### src/rtl/calc2_pkg.sv
`default_nettype none
// ============================================================================
// calc2_pkg : command/response encodings and capture-FSM state type for calc2
// Rev 1.0   : initial release
// ============================================================================
package calc2_pkg;

  localparam int CMD_W  = 4;
  localparam int RESP_W = 2;

  localparam logic [CMD_W-1:0] CMD_NONE = 4'd0;
  localparam logic [CMD_W-1:0] CMD_ADD  = 4'd1;
  localparam logic [CMD_W-1:0] CMD_SUB  = 4'd2;
  localparam logic [CMD_W-1:0] CMD_SHL  = 4'd5;
  localparam logic [CMD_W-1:0] CMD_SHR  = 4'd6;

  localparam logic [RESP_W-1:0] RESP_NONE = 2'd0;
  localparam logic [RESP_W-1:0] RESP_OK   = 2'd1;
  localparam logic [RESP_W-1:0] RESP_ERR  = 2'd2;

  typedef enum logic {
    CAP_IDLE = 1'b0,
    CAP_OP2  = 1'b1
  } cap_state_e;

endpackage
`default_nettype wire

### src/rtl/calc2_port_fifo.sv
`default_nettype none
// ============================================================================
// calc2_port_fifo : DEPTH-entry synchronous FIFO, extra pointer bit for full/empty
// Rev 1.0         : initial release
// ============================================================================
module calc2_port_fifo
  import calc2_pkg::*;
#(
  parameter int WIDTH = 8,
  parameter int DEPTH = 4,
  localparam int AW   = $clog2(DEPTH)
) (
  input  logic             clk,
  input  logic             rst_n,
  input  logic             push,
  input  logic [WIDTH-1:0] wdata,
  input  logic             pop,
  output logic [WIDTH-1:0] rdata,
  output logic             empty,
  output logic [AW:0]      count
);

  logic [AW:0]      wr_ptr_q, wr_ptr_d;
  logic [AW:0]      rd_ptr_q, rd_ptr_d;
  logic [WIDTH-1:0] mem_q [DEPTH];
  logic             full;
  logic             do_push;
  logic             do_pop;

  assign empty   = (wr_ptr_q == rd_ptr_q);
  assign full    = (wr_ptr_q[AW] != rd_ptr_q[AW]) && (wr_ptr_q[AW-1:0] == rd_ptr_q[AW-1:0]);
  assign count   = wr_ptr_q - rd_ptr_q;
  assign rdata   = mem_q[rd_ptr_q[AW-1:0]];
  // A push into a full queue is fine when the head leaves in the same cycle.
  assign do_push = push && (!full || pop);
  assign do_pop  = pop && !empty;

  always_comb begin
    wr_ptr_d = wr_ptr_q + {{AW{1'b0}}, do_push};
    rd_ptr_d = rd_ptr_q + {{AW{1'b0}}, do_pop};
  end

  always_ff @(posedge clk or negedge rst_n) begin
    if (!rst_n) begin
      wr_ptr_q <= '0;
      rd_ptr_q <= '0;
    end else begin
      wr_ptr_q <= wr_ptr_d;
      rd_ptr_q <= rd_ptr_d;
    end
  end

  always_ff @(posedge clk) begin
    if (do_push) mem_q[wr_ptr_q[AW-1:0]] <= wdata;
  end

endmodule
`default_nettype wire

### src/rtl/calc2.sv
`default_nettype none
// ============================================================================
// calc2 : multi-port tagged calculator, per-port queues, round-robin shared ALU
// Rev 1.0 : initial release
// ============================================================================
module calc2
  import calc2_pkg::*;
#(
  parameter int NUM_PORTS = 4,
  parameter int DATA_W    = 32,
  parameter int DEPTH     = 4,
  parameter int TAG_W     = 2
) (
  input  logic                          c_clk,
  input  logic                          reset,
  input  logic [NUM_PORTS*CMD_W-1:0]    req_cmd_in,
  input  logic [NUM_PORTS*TAG_W-1:0]    req_tag_in,
  input  logic [NUM_PORTS*DATA_W-1:0]   req_data_in,
  output logic [NUM_PORTS-1:0]          req_ready,
  output logic [NUM_PORTS*RESP_W-1:0]   out_resp,
  output logic [NUM_PORTS*DATA_W-1:0]   out_data,
  output logic [NUM_PORTS*TAG_W-1:0]    out_tag
);

  localparam int PW   = (NUM_PORTS > 1) ? $clog2(NUM_PORTS) : 1;
  localparam int AW   = $clog2(DEPTH);
  localparam int SH_W = $clog2(DATA_W);

  typedef struct packed {
    logic [CMD_W-1:0]  cmd;
    logic [TAG_W-1:0]  tag;
    logic [DATA_W-1:0] op1;
    logic [DATA_W-1:0] op2;
  } entry_t;

  entry_t                      head [NUM_PORTS];
  entry_t                      h;
  logic [NUM_PORTS-1:0]        empty;
  logic [NUM_PORTS-1:0]        pop;
  logic                        grant_valid;
  logic [PW-1:0]               grant_idx;
  logic [PW-1:0]               rr_ptr_q, rr_ptr_d;
  logic [DATA_W:0]             sum;
  logic [SH_W-1:0]             shamt;
  logic [RESP_W-1:0]           alu_resp;
  logic [DATA_W-1:0]           alu_data;
  logic [NUM_PORTS*RESP_W-1:0] resp_q, resp_d;
  logic [NUM_PORTS*DATA_W-1:0] data_q, data_d;
  logic [NUM_PORTS*TAG_W-1:0]  tag_q, tag_d;

  for (genvar p = 0; p < NUM_PORTS; p++) begin : g_port
    cap_state_e        state_q, state_d;
    logic [CMD_W-1:0]  cmd_q, cmd_d;
    logic [TAG_W-1:0]  tag_q, tag_d;
    logic [DATA_W-1:0] op1_q, op1_d;
    logic [CMD_W-1:0]  cmd_in;
    logic [DATA_W-1:0] data_in;
    logic [AW:0]       count;
    logic [AW+1:0]     used;
    entry_t            wentry;

    assign cmd_in  = req_cmd_in[p*CMD_W +: CMD_W];
    assign data_in = req_data_in[p*DATA_W +: DATA_W];
    // The entry still in OP2 already owns a slot, so it counts against DEPTH.
    assign used    = {1'b0, count} + {{(AW+1){1'b0}}, state_q == CAP_OP2};
    assign req_ready[p] = used < (AW+2)'(DEPTH);
    assign wentry  = {cmd_q, tag_q, op1_q, data_in};
    assign pop[p]  = grant_valid && (grant_idx == PW'(p));

    always_comb begin
      state_d = state_q;
      cmd_d   = cmd_q;
      tag_d   = tag_q;
      op1_d   = op1_q;
      if (state_q == CAP_IDLE) begin
        if (cmd_in != CMD_NONE && req_ready[p]) begin
          cmd_d   = cmd_in;
          tag_d   = req_tag_in[p*TAG_W +: TAG_W];
          op1_d   = data_in;
          state_d = CAP_OP2;
        end
      end else begin
        state_d = CAP_IDLE;
      end
    end

    always_ff @(posedge c_clk or negedge reset) begin
      if (!reset) begin
        state_q <= CAP_IDLE;
        cmd_q   <= '0;
        tag_q   <= '0;
        op1_q   <= '0;
      end else begin
        state_q <= state_d;
        cmd_q   <= cmd_d;
        tag_q   <= tag_d;
        op1_q   <= op1_d;
      end
    end

    calc2_port_fifo #(
      .WIDTH ($bits(entry_t)),
      .DEPTH (DEPTH)
    ) u_fifo (
      .clk   (c_clk),
      .rst_n (reset),
      .push  (state_q == CAP_OP2),
      .wdata (wentry),
      .pop   (pop[p]),
      .rdata (head[p]),
      .empty (empty[p]),
      .count (count)
    );
  end

  // Scan downward so the non-empty port closest after the pointer wins.
  always_comb begin
    int         idx;
    logic [PW-1:0] cand;
    grant_valid = 1'b0;
    grant_idx   = '0;
    idx         = 0;
    cand        = '0;
    for (int i = NUM_PORTS - 1; i >= 0; i--) begin
      idx = int'(rr_ptr_q) + i;
      if (idx >= NUM_PORTS) idx = idx - NUM_PORTS;
      cand = PW'(idx);
      if (!empty[cand]) begin
        grant_valid = 1'b1;
        grant_idx   = cand;
      end
    end
    rr_ptr_d = rr_ptr_q;
    if (grant_valid) begin
      rr_ptr_d = (grant_idx == PW'(NUM_PORTS - 1)) ? '0 : grant_idx + PW'(1);
    end
  end

  always_comb begin
    h        = head[grant_idx];
    sum      = {1'b0, h.op1} + {1'b0, h.op2};
    shamt    = h.op2[SH_W-1:0];
    alu_resp = RESP_ERR;
    alu_data = '0;
    case (h.cmd)
      CMD_ADD: if (!sum[DATA_W]) begin
        alu_resp = RESP_OK;
        alu_data = sum[DATA_W-1:0];
      end
      CMD_SUB: if (h.op2 <= h.op1) begin
        alu_resp = RESP_OK;
        alu_data = h.op1 - h.op2;
      end
      CMD_SHL: begin
        alu_resp = RESP_OK;
        alu_data = h.op1 << shamt;
      end
      CMD_SHR: begin
        alu_resp = RESP_OK;
        alu_data = h.op1 >> shamt;
      end
      default: ;
    endcase
  end

  always_comb begin
    resp_d = '0;
    data_d = '0;
    tag_d  = '0;
    for (int p = 0; p < NUM_PORTS; p++) begin
      if (grant_valid && grant_idx == PW'(p)) begin
        resp_d[p*RESP_W +: RESP_W] = alu_resp;
        data_d[p*DATA_W +: DATA_W] = alu_data;
        tag_d[p*TAG_W +: TAG_W]    = h.tag;
      end
    end
  end

  always_ff @(posedge c_clk or negedge reset) begin
    if (!reset) begin
      rr_ptr_q <= '0;
      resp_q   <= '0;
      data_q   <= '0;
      tag_q    <= '0;
    end else begin
      rr_ptr_q <= rr_ptr_d;
      resp_q   <= resp_d;
      data_q   <= data_d;
      tag_q    <= tag_d;
    end
  end

  assign out_resp = resp_q;
  assign out_data = data_q;
  assign out_tag  = tag_q;

endmodule
`default_nettype wire

### config.mk
export PLATFORM = sky130hd
export DESIGN_NAME = calc2
export DESIGN_NICKNAME = d
export VERILOG_FILES = /design/src/rtl/calc2_pkg.sv /design/src/rtl/calc2_port_fifo.sv /design/src/rtl/calc2.sv
export SDC_FILE = /design/constraint.sdc
export NUM_CORES = 2
export LEC_CHECK = 0
export ABC_CLOCK_PERIOD_IN_PS = 13300
export BUFFER_PORTS_ARGS = -buffer_cell sky130_fd_sc_hd__buf_2
export CAP_MARGIN = 25
export CORE_MARGIN = 8
export CORE_UTILIZATION = 45
export CTS_BUF_LIST = sky130_fd_sc_hd__clkbuf_16
export DETAILED_ROUTE_END_ITERATION = 8
export SETUP_SLACK_MARGIN = 0.1
export SLEW_MARGIN = 10
export SYNTH_ARGS = -nofsm -noshare
export SYNTH_HDL_FRONTEND = slang
export SYNTH_SLANG_ARGS = --single-unit
### constraint.sdc
create_clock -name c_clk -period 13.3 [get_ports c_clk]
set_clock_uncertainty 0.15 [all_clocks]
set_input_delay 0.665 -clock c_clk [delete_from_list [all_inputs] [get_ports c_clk]]
set_output_delay 0.665 -clock c_clk [all_outputs]
set_load 0.005 [all_outputs]
==> impl_metrics.ini <==
[status]
status = complete, no violations

[cells_and_area]
finalNetCount = 4484
final_layout_size_suffix_gt1_share_pct = 26.1
area_growth_pct = 15.8
multi_input_area_mm2 = 0.0186
seqCellArea_mm2 = 0.0418
fillers = 11200

[critical_path]
r2r_cells = 25
cp_top_family = compound AO/OA/AOI/OAI gates
critPathLaunchType = register
r2r_end = out_data[104]
path_depth = 25
critPathKind = register to register
crit_arrival_ns = 9.46
critical_path_required_ns = 13.85
worst-r2r-setup-slack_ns = 4.40
critPathBufInv = 5
r2r-start = g_port[1].u_fifo.rd_ptr_q[1]
crit_fanout = 109
end_kind = register
crit_slowest_cell = and2_1
crit_path_max_incr_delay_ns = 0.96

[clock_network]
cts_hold_buffers = 146
cts_buffers = 149
cts_max_level = 4
clock_latency_ns = 0.79
cts_sinks = 1446
postCtsSetupBuffers = 0
clk_pin_slew_ns = 0.06
cts_buffer_depth = 3
cts_tree = built
ctsResizeCount = 0
cts-root-buf = clkbuf_16

[route]
dr_total_vias = 36200
viasPerCell = 5.87
drtPass1Iterations = 5
avgRoutedWirePerCell_um = 30.3
drc_errors = 0
ant_nets = 0
routed_wl_um = 187000
drtIter0Drc = 2995

[synthesis]
syn_inst = 3776
synth_area_mm2 = 0.0617
yosys-top-cells-area = edfxtp_1 (54%), dfrtp_1 (13%), mux4_2 (10%)
synth_edf_count = 1120
synth_cell_types = 110
synth_commonest_cells = edfxtp_1 (1,120), dfrtp_1 (326), nand2_1 (283)
yosysWarnings = 0
yosysTopAreaCellShare_pct = 54.5
ys_ff_latch = 1446
synth_most_common_cell = edfxtp_1
synth_top_cell_by_area = edfxtp_1
syn_nets = 4029
yosysSeqAreaShare_pct = 67.7
syn_avg_cell_area_um2 = 16.3
async_reset_ff_share_pct = 22.5
ys.flop_type = edfxtp_1

[flow_run]
cap_violations = 0

[floorplan]
core.rowCount = 136
core_mm2 = 0.137
start_util_pct = 45.1
die_area_mm2 = 0.149
die-width_um = 386
io_pins = 302
die_y_um = 386

[global_routing]
antenna_found_initial = 13
grt_max_degree = 110
grt-ovfl-total = 0
grt_use_total_pct = 24.8
grt_pass1_wl_um = 266000
grt_pass1_vias = 36600

[timing]
relSlewSlack_pct = 23.2
drv_slew = 0
period_share_pct = 66.9
fin_setup_tns_ns = 0
period_minus_slack_ns = 8.90
tightest_slew_ns = 1.15
fmax_ghz = 0.112
hold_viol_final = 0
setup_violations = 0
rsz0062_at_grt = no

[worst_hold_path]
min_path_cells = 1
holdCritStartpoint = req_data_in[62]
hold_path.class = input pin to register
holdPathEnd = g_port[1].u_fifo.mem_q[2][30]

[placement]
place.port_buffers = 301
routabilityCongestion = 0.976
hpwlAfterDp_um = 130000
==> sequential cells by signal (all words and copies together) (netlist names) <==
name                    count
out_resp                    8
out_tag                     8
g_port.u_fifo.mem_q      1120
g_port.u_fifo.rd_ptr_q     12
g_port.cmd_q               16
out_data                  128
g_port.op1_q              128
g_port.state_q              4
rr_ptr_q                    2
g_port.u_fifo.wr_ptr_q     12
g_port.tag_q                8
==> cells in the final DEF (no fill, tap or decap), drive strengths merged, types with 10 or more instances in the layout <==
cell,Yosys,routed
edfxtp,1120,1120
buf,105,369
dfrtp,326,326
nand2,284,284
mux4,281,281
nor2,210,210
inv,117,162
mux2,160,160
clkbuf,106,152
dlygate4sd3,0,146
mux2i,105,105
ha,93,93
a21oi,83,83
clkinv,2,67
nand3,60,60
o22ai,59,59
nor2b,52,52
o21ai,51,51
and3,51,51
a211oi,48,48
xnor2,44,44
nor3,40,40
a31o,32,32
o21a,31,31
a31oi,24,24
o211ai,17,17
xor2,17,17
a21o,16,16
and2,16,16
nand2b,15,15
nor4,15,15
a22oi,14,14
nand4,11,11
o221ai,11,11
a221oi,11,11
a221o,10,10
bufinv,0,10
==> logic make-up after synthesis <==
| family | count (synthesis) | share of synthesized area, % |
|---|---|---|
| AO/OA/AOI/OAI | 510 | 6.02 |
| multiplexers | 546 | 14.9 |
| XOR/XNOR | 61 | 0.890 |
| adder cells (fa/ha/maj) | 99 | 2.08 |
| buffers and inverters | 330 | 2.43 |
| flip-flops | 1446 | 67.7 |
| AND/OR/NAND/NOR | 784 | 5.99 |
==> cell type report <==
cell class / instances / share of cell area, %
inverters: 119 / 0.660
multi-input cells: 2000 / 26.0
clock buffers: 152 / 5.32
well taps: 1794 / 3.14
flip-flops and latches: 1446 / 58.5
clock inverters: 126 / 1.39
diodes: 9 / 0.0315
repair buffers: 515 / 4.95
==> worst max path at each step <==
stage                                 startpoint                           end  slack (ns)
floorplan           g_port[3].u_fifo.rd_ptr_q[1]  g_port[0].u_fifo.mem_q[0][0]        2.80
global placement    g_port[2].u_fifo.rd_ptr_q[1]                 out_data[104]        4.69
detailed placement  g_port[1].u_fifo.rd_ptr_q[1]                 out_data[104]        4.62
CTS                 g_port[1].u_fifo.rd_ptr_q[1]                 out_data[104]        4.59
global route        g_port[1].u_fifo.rd_ptr_q[1]                  out_data[72]        4.07
finish              g_port[1].u_fifo.rd_ptr_q[1]                 out_data[104]        4.40
==> per-stage QoR <==
stage | cells | cell area, um^2 | setup WS [ns] | utilization [%] | hold WS, ns
after global placement | 5726 | 65100 | 4.69 | 47.6 | 0.342
after global routing | 6154 | 71400 | 4.07 | 52.2 | 0.0263
final | 6161 | 71500 | 4.40 | 52.2 | 0.0696
after detailed placement | 5727 | 65100 | 4.62 | 47.6 | 0.348
after CTS | 6151 | 71400 | 4.59 | 52.2 | 0.00196
after floorplan | 3776 | 61700 | 2.80 | - | 0.219
==> per-layer routing <==
metal  vias up  wire length [um]  GRT usage (%)
li1      15600                 -              -
met1     18800             74000           31.8
met2      1391             92700           41.9
met3       355             11500           4.22
met4         6              8590           10.3
met5         -                37              0
Power is not shown: default switching activity piles up to over one toggle a cycle in this logic, so the estimate is an artifact.
